<file path="config.mk">
export PLATFORM = sky130hd
export DESIGN_NAME = axi_rd_arbiter
export DESIGN_NICKNAME = d
export VERILOG_FILES = /design/src/rtl/axi_rd_arbiter.sv
export SDC_FILE = /design/constraint.sdc
export NUM_CORES = 1
export LEC_CHECK = 0
export ABC_AREA = 1
export BUFFER_PORTS_ARGS = -buffer_cell sky130_fd_sc_hd__buf_4
export CORE_AREA = 8 8 132 134
export CTS_CLUSTER_SIZE = 25
export DETAILED_ROUTE_END_ITERATION = 8
export DIE_AREA = 0 0 140 142
export PLACE_DENSITY_LB_ADDON = 0.2
export RECOVER_POWER = 100
export SLEW_MARGIN = 10
export SYNTH_ARGS = -nofsm -noshare
export SYNTH_HDL_FRONTEND = slang
export SYNTH_SLANG_ARGS = --single-unit
</file>
<file path="constraint.sdc">
create_clock -name clk -period 4.4 [get_ports clk]
set_input_delay 0.88 -clock clk [delete_from_list [all_inputs] [get_ports clk]]
set_output_delay 0.88 -clock clk [all_outputs]
set_load 0.01 [all_outputs]
</file>
<file path="src/rtl/axi_rd_arbiter.sv">
// rtl/axi_rd_arbiter.sv - two-master round-robin AXI read arbiter onto one shared slave
module axi_rd_arbiter #(
    parameter int ADDR_W = 32,
    parameter int DATA_W = 64
) (
    input  logic              clk,
    input  logic              rst,
    input  logic [ADDR_W-1:0] m0_araddr,
    input  logic              m0_arvalid,
    output logic              m0_arready,
    input  logic [1:0]        m0_arburst,
    input  logic [7:0]        m0_arlen,
    input  logic [2:0]        m0_arsize,
    output logic [DATA_W-1:0] m0_rdata,
    output logic [1:0]        m0_rresp,
    output logic              m0_rvalid,
    output logic              m0_rlast,
    input  logic              m0_rready,
    input  logic [ADDR_W-1:0] m1_araddr,
    input  logic              m1_arvalid,
    output logic              m1_arready,
    input  logic [1:0]        m1_arburst,
    input  logic [7:0]        m1_arlen,
    input  logic [2:0]        m1_arsize,
    output logic [DATA_W-1:0] m1_rdata,
    output logic [1:0]        m1_rresp,
    output logic              m1_rvalid,
    output logic              m1_rlast,
    input  logic              m1_rready,
    output logic [ADDR_W-1:0] s_araddr,
    output logic              s_arvalid,
    output logic [1:0]        s_arburst,
    output logic [7:0]        s_arlen,
    output logic [2:0]        s_arsize,
    input  logic              s_arready,
    input  logic [DATA_W-1:0] s_rdata,
    input  logic [1:0]        s_rresp,
    input  logic              s_rvalid,
    input  logic              s_rlast,
    output logic              s_rready,
    output logic [1:0]        grant,
    output logic              busy,
    output logic              len_err
);

    typedef enum logic [1:0] {S_IDLE, S_ADDR, S_DATA} state_e;

    state_e      state_q, state_d;
    logic [1:0]  grant_q, grant_d;
    logic        last_grant_q, last_grant_d;
    logic [7:0]  arlen_q, arlen_d;
    logic [7:0]  beat_q, beat_d;
    logic        len_err_q, len_err_d;

    logic              own_arvalid;
    logic [ADDR_W-1:0] own_araddr;
    logic [1:0]        own_arburst;
    logic [7:0]        own_arlen;
    logic [2:0]        own_arsize;
    logic              own_rready;

    always_ff @(posedge clk or negedge rst) begin
        if (!rst) begin
            state_q      <= S_IDLE;
            grant_q      <= 2'b00;
            last_grant_q <= 1'b1;
            arlen_q      <= 8'd0;
            beat_q       <= 8'd0;
            len_err_q    <= 1'b0;
        end else begin
            state_q      <= state_d;
            grant_q      <= grant_d;
            last_grant_q <= last_grant_d;
            arlen_q      <= arlen_d;
            beat_q       <= beat_d;
            len_err_q    <= len_err_d;
        end
    end

    // Owner-side view of both channels; only meaningful while grant_q is non-zero.
    always_comb begin
        own_arvalid = grant_q[1] ? m1_arvalid : m0_arvalid;
        own_araddr  = grant_q[1] ? m1_araddr  : m0_araddr;
        own_arburst = grant_q[1] ? m1_arburst : m0_arburst;
        own_arlen   = grant_q[1] ? m1_arlen   : m0_arlen;
        own_arsize  = grant_q[1] ? m1_arsize  : m0_arsize;
        own_rready  = grant_q[1] ? m1_rready  : m0_rready;
    end

    always_comb begin
        state_d      = state_q;
        grant_d      = grant_q;
        last_grant_d = last_grant_q;
        arlen_d      = arlen_q;
        beat_d       = beat_q;
        len_err_d    = 1'b0;
        case (state_q)
            S_IDLE: begin
                if (m0_arvalid && m1_arvalid) begin
                    grant_d = last_grant_q ? 2'b01 : 2'b10;
                    state_d = S_ADDR;
                end else if (m0_arvalid) begin
                    grant_d = 2'b01;
                    state_d = S_ADDR;
                end else if (m1_arvalid) begin
                    grant_d = 2'b10;
                    state_d = S_ADDR;
                end
            end
            S_ADDR: begin
                // A withdrawn request forfeits its turn without counting as served.
                if (!own_arvalid) begin
                    grant_d = 2'b00;
                    state_d = S_IDLE;
                end else if (s_arready) begin
                    arlen_d = own_arlen;
                    beat_d  = 8'd0;
                    state_d = S_DATA;
                end
            end
            S_DATA: begin
                if (s_rvalid && own_rready) begin
                    beat_d = beat_q + 8'd1;
                    if (s_rlast) begin
                        len_err_d    = (beat_q != arlen_q);
                        last_grant_d = grant_q[1];
                        grant_d      = 2'b00;
                        state_d      = S_IDLE;
                    end
                end
            end
            default: state_d = S_IDLE;
        endcase
    end

    always_comb begin
        s_arvalid  = 1'b0;
        s_araddr   = '0;
        s_arburst  = 2'b00;
        s_arlen    = 8'd0;
        s_arsize   = 3'd0;
        m0_arready = 1'b0;
        m1_arready = 1'b0;
        s_rready   = 1'b0;
        m0_rdata   = '0;
        m0_rresp   = 2'b00;
        m0_rvalid  = 1'b0;
        m0_rlast   = 1'b0;
        m1_rdata   = '0;
        m1_rresp   = 2'b00;
        m1_rvalid  = 1'b0;
        m1_rlast   = 1'b0;
        case (state_q)
            S_ADDR: begin
                s_arvalid  = own_arvalid;
                s_araddr   = own_araddr;
                s_arburst  = own_arburst;
                s_arlen    = own_arlen;
                s_arsize   = own_arsize;
                m0_arready = grant_q[0] & s_arready;
                m1_arready = grant_q[1] & s_arready;
            end
            S_DATA: begin
                s_rready = own_rready;
                if (grant_q[1]) begin
                    m1_rdata  = s_rdata;
                    m1_rresp  = s_rresp;
                    m1_rvalid = s_rvalid;
                    m1_rlast  = s_rlast;
                end else begin
                    m0_rdata  = s_rdata;
                    m0_rresp  = s_rresp;
                    m0_rvalid = s_rvalid;
                    m0_rlast  = s_rlast;
                end
            end
            default: ;
        endcase
    end

    assign grant   = grant_q;
    assign busy    = (state_q != S_IDLE);
    assign len_err = len_err_q;

endmodule

</file>
==> flow_summary.toml, run 1 <==
[status]
status = "finished clean"

[detailed_routing]
drtIter0Drc = 177
ant_nets = 0
dr.pass1.iters = 4
drc = 0
viasPerCell = 4.06
vias = 4271
drt_wl_total_mm = 16.0
avgRoutedWirePerCell_um = 15.2

[clocking]
postCtsSetupBuffers = 0
numCtsBuffers = 3
root_buffer = "clkbuf_16"
cts.clk_slew.worst_paths_ns = 0.06
cts_sinks = 22
clk-insertion-delay-late_ns = 0.25
cts_hold_buf = 0
post_cts_resized = 0
cts_htree_levels = 1
cts_max_path_buffers = 2
cts_tree = "done"

[final_layout]
fin_cells = 1051
final_layout_size_suffix_gt1_share_pct = 21.7
fin_nets = 1030
antenna_cells = 0
fill_cells = 1884
areaGrowthSynthToFinish_pct = 79.6

[yosys]
yosysTopAreaCell = "nor2_1"
synth_top_family_by_area = "simple AND/OR/NAND/NOR gates"
synth_xor_area_share_pct = 2.56
synthCells = 526
ys_seq_elements = 22
synth-simple-area-share_pct = 44.8
synth_top_area_share_pct = 31.8
synth_area_per_cell_um2 = 5.21
synth_mux_area_share_pct = 2.92
seq_area_frac_synth_pct = 20.1
synth_compound_area_share_pct = 10.6
synth_fp_nets = 696
synth_adder_area_share_pct = 2.28
synth_area_leaders = "nor2_1 32%, dfrtp_1 19%, inv_1 11%"
yosysWarnings = 0
synth_area_um2 = 2740
synth_cell_types = 26

[power_and_ir_drop]
p_per_area_nw_per_um2 = 385
p_leak_nw = 2.69
peakVddDrop_v = 0.000215

[placed_design]
portBuffers = 353
dp.cells = 1047
dp_hpwl_mm = 13.6
gp_congestion = 0.845

[grt]
grt_pass1_vias = 4239
overflow = 0
grt_first_pass_wirelength_mm = 23.6
grt_start_max_net_pins = 69
track_usage_pct = 14.7
antenna_found_initial = 0

[setup_path]
path_max_fanout = 40
r2r-start = "state_q[1]$_DFFE_PN0P_"
required_ns = 3.52
crit_path_start_kind = "register"
critPathKind = "register to output pin"
cp-startpoint = "state_q[0]$_DFFE_PN0P_"
crit_path_end_kind = "output pin"
critPathArrivalTime_ns = 2.67

[floorplan]
die_x_um = 140
dieArea_um2 = 19900
die_h_um = 142
start_util_pct = 17.8
core_um2 = 15400
boundaryPins = 354
rows = 46

[sta]
period_share_pct = 80.8
timing.fmax_mhz = 281
maxSlewHeadroom_pct = 8.06
setup-tns-final_ns = 0
finalSetupViolations = 0
worstMarginPinSlew_ns = 1.38
hold_viol_final = 0
fin_crit_ns = 3.55
maxSlewViolCount = 0
rsz0062_at_grt = "false"
skew_ns = 0.00321

[worst_hold_path]
hp-start = "last_grant_q$_DFFE_PN1P_"
hold_class = "register to register"

[run]
max_cap_viol_count = 0
power by group:
group | internal (mW) | total (mW) | switching, mW
Clock | 0.139 | 0.212 | 0.0735
Sequential | 0.264 | 0.308 | 0.0441
Combinational | 0.466 | 1.37 | 0.909
Total | 0.869 | 1.89 | 1.03
cell type report:
cell class,count,area [µm²],share of cell area [%]
Timing Repair Buffer,360,2010,40.8
Multi-Input combinational cell,389,1720,34.9
Sequential cell,22,553,11.2
Inverter,84,315,6.40
Tap cell,192,240,4.88
Clock buffer,4,88.8,1.80
final timing paths:
path / end / slack [ns] / cells after the start
min in group asynchronous: arlen_q[0]$_DFFE_PN0P_ / 0.89 / 1
min reg2reg: last_grant_q$_DFFE_PN1P_ / 0.49 / 2
max: m0_rdata[42] / 0.85 / 7
max in group asynchronous: grant[1]$_DFFE_PN0P_ / 2.66 / 1
max reg2reg: beat_q[3]$_DFFE_PN0P_ / 1.84 / 9
min: last_grant_q$_DFFE_PN1P_ / 0.49 / 2
registers in the layout, indices dropped and copies added (netlist names):
name,flops
arlen_q,8
state_q,2
beat_q,8
grant,2
len_err,1
last_grant_q,1
metrics by stage:
stage	setup WS (ns)	hold slack (ns)	utilization [%]	power, mW	instance area, µm²
floorplan	2.13	0.463	-	1.17	2740
global placement	1.57	0.473	36.0	1.98	5550
detailed placement	1.53	0.481	36.0	1.98	5550
CTS	1.24	0.491	36.5	2.20	5640
global route	0.579	0.544	31.9	2.10	4920
finish	0.847	0.487	31.9	1.89	4920
kinds of logic after synthesis:
group / count (synthesis)
AO/OA/AOI/OAI: 57
AND/OR/NAND/NOR: 311
buffers and inverters: 115
adder cells (fa/ha/maj): 5
multiplexers: 8
flip-flops: 22
XOR/XNOR: 8
placed cells by master (no fill, tap or decap), drive strengths merged:
master,instances
and3,1
buf,175
clkbuf,189
clkinv,1
dfrtp,21
dfstp,1
ha,5
inv,83
mux2i,8
nand2,58
nand3,15
nand3b,2
nand4,1
nor2,232
nor2b,1
o21ai,55
o21bai,2
or2,1
xor2,8
cell usage after synthesis (all sizes together):
master and instances:
nor2b 1, dfstp 1, nand4 1, nor2 232, nand3b 2, xor2 8, nand2 58, ha 5
clkbuf 19, dfrtp 21, o21ai 55, mux2i 8, clkinv 1, nand3 15, buf 12, inv 83
or2 1, and3 1, o21bai 2
per-layer routing:
metal / wire length (µm) / track usage (%) / vias to the layer above
met3: 1680 / 5.94 / 6
met4: 106 / 2.00 / 0
met1: 6460 / 16.7 / 1818
met2: 7770 / 26.0 / 224
met5: 0 / 0 / -
li1: - / - / 2223
worst max-delay path, stage by stage (launching register included):
cell,delay [ns]
dfrtp_1,0.40
inv_1,0.08
ha_1,0.19
buf_4,0.18
nand2_1,0.97
buf_4,0.37
nor2_1,0.06
buf_4,0.14
(Power assumes the default switching activity.)
==> inputs of run 2 (changes only) <==
--- a/config.mk
+++ b/config.mk
@@ -5,12 +5,12 @@
 export SDC_FILE = /design/constraint.sdc
 export NUM_CORES = 1
 export LEC_CHECK = 0
-export ABC_AREA = 1
+export ABC_AREA = 0
 export BUFFER_PORTS_ARGS = -buffer_cell sky130_fd_sc_hd__buf_4
-export CORE_AREA = 8 8 132 134
+export CORE_AREA = 8 8 131 133
 export CTS_CLUSTER_SIZE = 25
 export DETAILED_ROUTE_END_ITERATION = 8
-export DIE_AREA = 0 0 140 142
+export DIE_AREA = 0 0 139 141
 export PLACE_DENSITY_LB_ADDON = 0.2
 export RECOVER_POWER = 100
 export SLEW_MARGIN = 10
==> constraint.sdc (replaced) <==
create_clock -name clk -period 3.38 [get_ports clk]
set_input_delay 0.676 -clock clk [delete_from_list [all_inputs] [get_ports clk]]
set_output_delay 0.676 -clock clk [all_outputs]
set_load 0.01 [all_outputs]
==> run 2 against run 1 <==
Largest power group unchanged; global-route usage grew 0.80 points; highest routed layer unchanged; flip-flop and latch count is the same; final area grew 7.8%; clock-buffer cell count shrank 1; first-iteration DRC count shrank 27%; combinational power grew 65%; clock skew shrank 0.00076 ns; register-to-register slack lost 1.3 ns; utilization grew 3.5 points; worst hold slack gained 0.068 ns; setup slack lost 0.44 ns; critical path depth shrank 1.
==> flow_summary.toml, run 2 <==
[setup_path]
slowest_delay_ns = 0.76
crit_path_start_kind = "register"
worstPathCellList = "inv_1 > ha_1 > nor2b_4 > clkbuf_2 > and2_1 > clkbuf_1"
cp_num_buf_inv = 3
required_ns = 2.70
r2r-end = "beat_q[5]$_DFFE_PN0P_"
worstRegToRegCells = 6
path_max_fanout = 68
r2r_slack_ns = 0.58
critPathKind = "register to output pin"
r2r-start = "state_q[0]$_DFFE_PN0P_"
critical-path-top-delay-family = "buffers and inverters"
critPathArrivalTime_ns = 2.30
cp_slowest_cell = "clkbuf_2"
crit_path_end_kind = "output pin"

[placed_design]
dp_hpwl_mm = 14.2
dpl_worst_slack_ns = 0.827
portBuffers = 353
gp_congestion = 0.758

[yosys]
seq_area_frac_synth_pct = 18.7
synth_area_leaders = "dfrtp_1 18%, mux2i_1 16%, and3_1 16%"
ys_seq_elements = 22
synth_edf_count = 0
synthFlopType = "dfrtp_1"
synthTopCellsByCount = "74 x and3_1, 69 x and2_1, 47 x mux2i_1, 47 x nor2b_1, 29 x clkbuf_1"
yosysWarnings = 0
synth_top_area_share_pct = 17.8
synth_area_per_cell_um2 = 7.66
synth_cell_types = 37
synthCells = 386
synth_fp_nets = 556
ys_async_sr_fraction_pct = 100
yosysMostFrequentCell = "and3_1"
synth_area_um2 = 2960
yosysTopAreaCell = "dfrtp_1"

[detailed_routing]
avgRoutedWirePerCell_um = 18.4
drt_wl_total_mm = 16.6
viasPerCell = 4.44
ant_nets = 0
drtIter0Drc = 129
vias = 3990
dr.pass1.iters = 4
drc = 0

[clocking]
cts_max_path_buffers = 2
cts_tree = "done"
clk-insertion-delay-late_ns = 0.25
cts_hold_buf = 0
root_buffer = "clkbuf_16"
numCtsBuffers = 3
postCtsSetupBuffers = 0
cts.clk_slew.worst_paths_ns = 0.06
cts_sinks = 22
post_cts_resized = 0
cts_htree_levels = 1

[final_layout]
mostFrequentLayoutCells = "211 x buf_4, 144 x clkbuf_1, 74 x and3_1, 47 x mux2i_1, 46 x nor2b_1"
reg_top3 = "arlen_q x8, beat_q x8"
fin_nets = 882
final_layout_size_suffix_gt1_share_pct = 31.6
antenna_cells = 0
final_common_cell = "buf_4"
areaGrowthSynthToFinish_pct = 79.6

[grt]
overflow = 0
antenna_found_initial = 0
grt_start_max_net_pins = 88
grt_first_pass_wirelength_mm = 24.7
track_usage_pct = 15.5
grt_pass1_vias = 4272

[floorplan]
boundaryPins = 354
die_h_um = 141
start_util_pct = 19.7
rows = 45
dieArea_um2 = 19600
core_um2 = 15000
die_x_um = 139

[run]
max_cap_viol_count = 0

[sta]
hold_viol_final = 0
maxSlewHeadroom_pct = 20.1
timing.fmax_mhz = 336
worstMarginPinSlew_ns = 1.20
maxSlewViolCount = 0
finalSetupViolations = 0
skew_ns = 0.00246
fin_crit_ns = 2.98
period_share_pct = 88.1
setup_ws_ns = 0.403
setup-tns-final_ns = 0
rsz0062_at_grt = "false"

[power_and_ir_drop]
power.total_mw = 3.12
seqPwrFrac_pct = 17.0
power.share.combinational_pct = 72.4
p_per_area_nw_per_um2 = 587
p_leak_nw = 2.72
p_sw_share_pct = 49.0
p_int_mw = 1.59
power_switching_mw = 1.53
peakVddDrop_v = 0.000287
power_frac_clock_pct = 10.6

[worst_hold_path]
min_to = "arlen_q[4]$_DFFE_PN0P_"
hold_path_depth = 2
hold_class = "register to register"
hp-start = "arlen_q[4]$_DFFE_PN0P_"

[status]
status = "finished clean"
==> run 2: worst max-delay path by stage <==
stage                           startpoint  slack [ns]  cells after the start                     to
floorplan           state_q[0]$_DFFE_PN0P_        1.02                      6           m1_rdata[43]
global placement    state_q[0]$_DFFE_PN0P_        0.93                      8  beat_q[5]$_DFFE_PN0P_
detailed placement  state_q[0]$_DFFE_PN0P_        0.83                      6  beat_q[6]$_DFFE_PN0P_
CTS                 state_q[1]$_DFFE_PN0P_        0.61                      5             m0_arready
global route        state_q[1]$_DFFE_PN0P_        0.22                      5             m0_arready
finish              state_q[0]$_DFFE_PN0P_        0.40                      6            m0_rdata[6]
==> run 2: layout make-up <==
type,count,area [µm²]
timing repair buffer,359,2160
sequential,22,556
clock inverter,1,30.0
multi-input combinational,322,2240
tap,188,235
fill,1710,9670
clock buffer,3,75.1
inverter,4,15.0
==> run 2: logic make-up (layout without fill, tap and decap cells) <==
logic type	after synthesis	after routing	synth area share [%]
simple gates	224	224	46.3
xor+xnor	8	8	2.37
compound gates	33	33	6.99
flops	22	22	18.7
mux	52	52	17.8
fa+ha+maj	5	5	2.12
buf+inv	42	367	5.76
==> run 2: metrics by stage <==
stage,utilization (%),hold slack [ns],instances,instance area [µm²]
3_5_place_dp,38.4,0.541,895,5760
3_3_place_gp,38.4,0.535,895,5760
6_report,35.4,0.554,899,5310
5_1_grt,35.4,0.565,899,5310
4_1_cts,39.1,0.312,899,5860
2_1_floorplan,-,0.380,386,2960
==> run 2: power by group through the flow <==
stage,Sequential (mW),Combinational (mW),Clock [mW]
2_1_floorplan,0.470,1.48,0
3_3_place_gp,0.533,2.61,0
3_5_place_dp,0.534,2.63,0
4_1_cts,0.532,2.64,0.333
5_1_grt,0.549,2.49,0.344
6_report,0.530,2.26,0.331
==> run 2: per-layer routing <==
| layer | wire length [µm] | vias up | global-route usage (%) |
|---|---|---|---|
| met2 | 8700 | 227 | 30.6 |
| met3 | 1520 | 8 | 5.71 |
| met1 | 6200 | 1791 | 15.5 |
| li1 | - | 1964 | - |
| met4 | 138 | 0 | 2.25 |
| met5 | 0 | - | 0 |
==> run 2: worst reg2reg max path: cells and delay by family, from the launching register on <==
kind	cells	cell delay [ns]
and+or+nand+nor	1	0.39
AOI/OAI and AO/OA	2	1.04
buffers and inverters	2	0.65
adders and majority gates	1	0.18
DFF	1	0.40
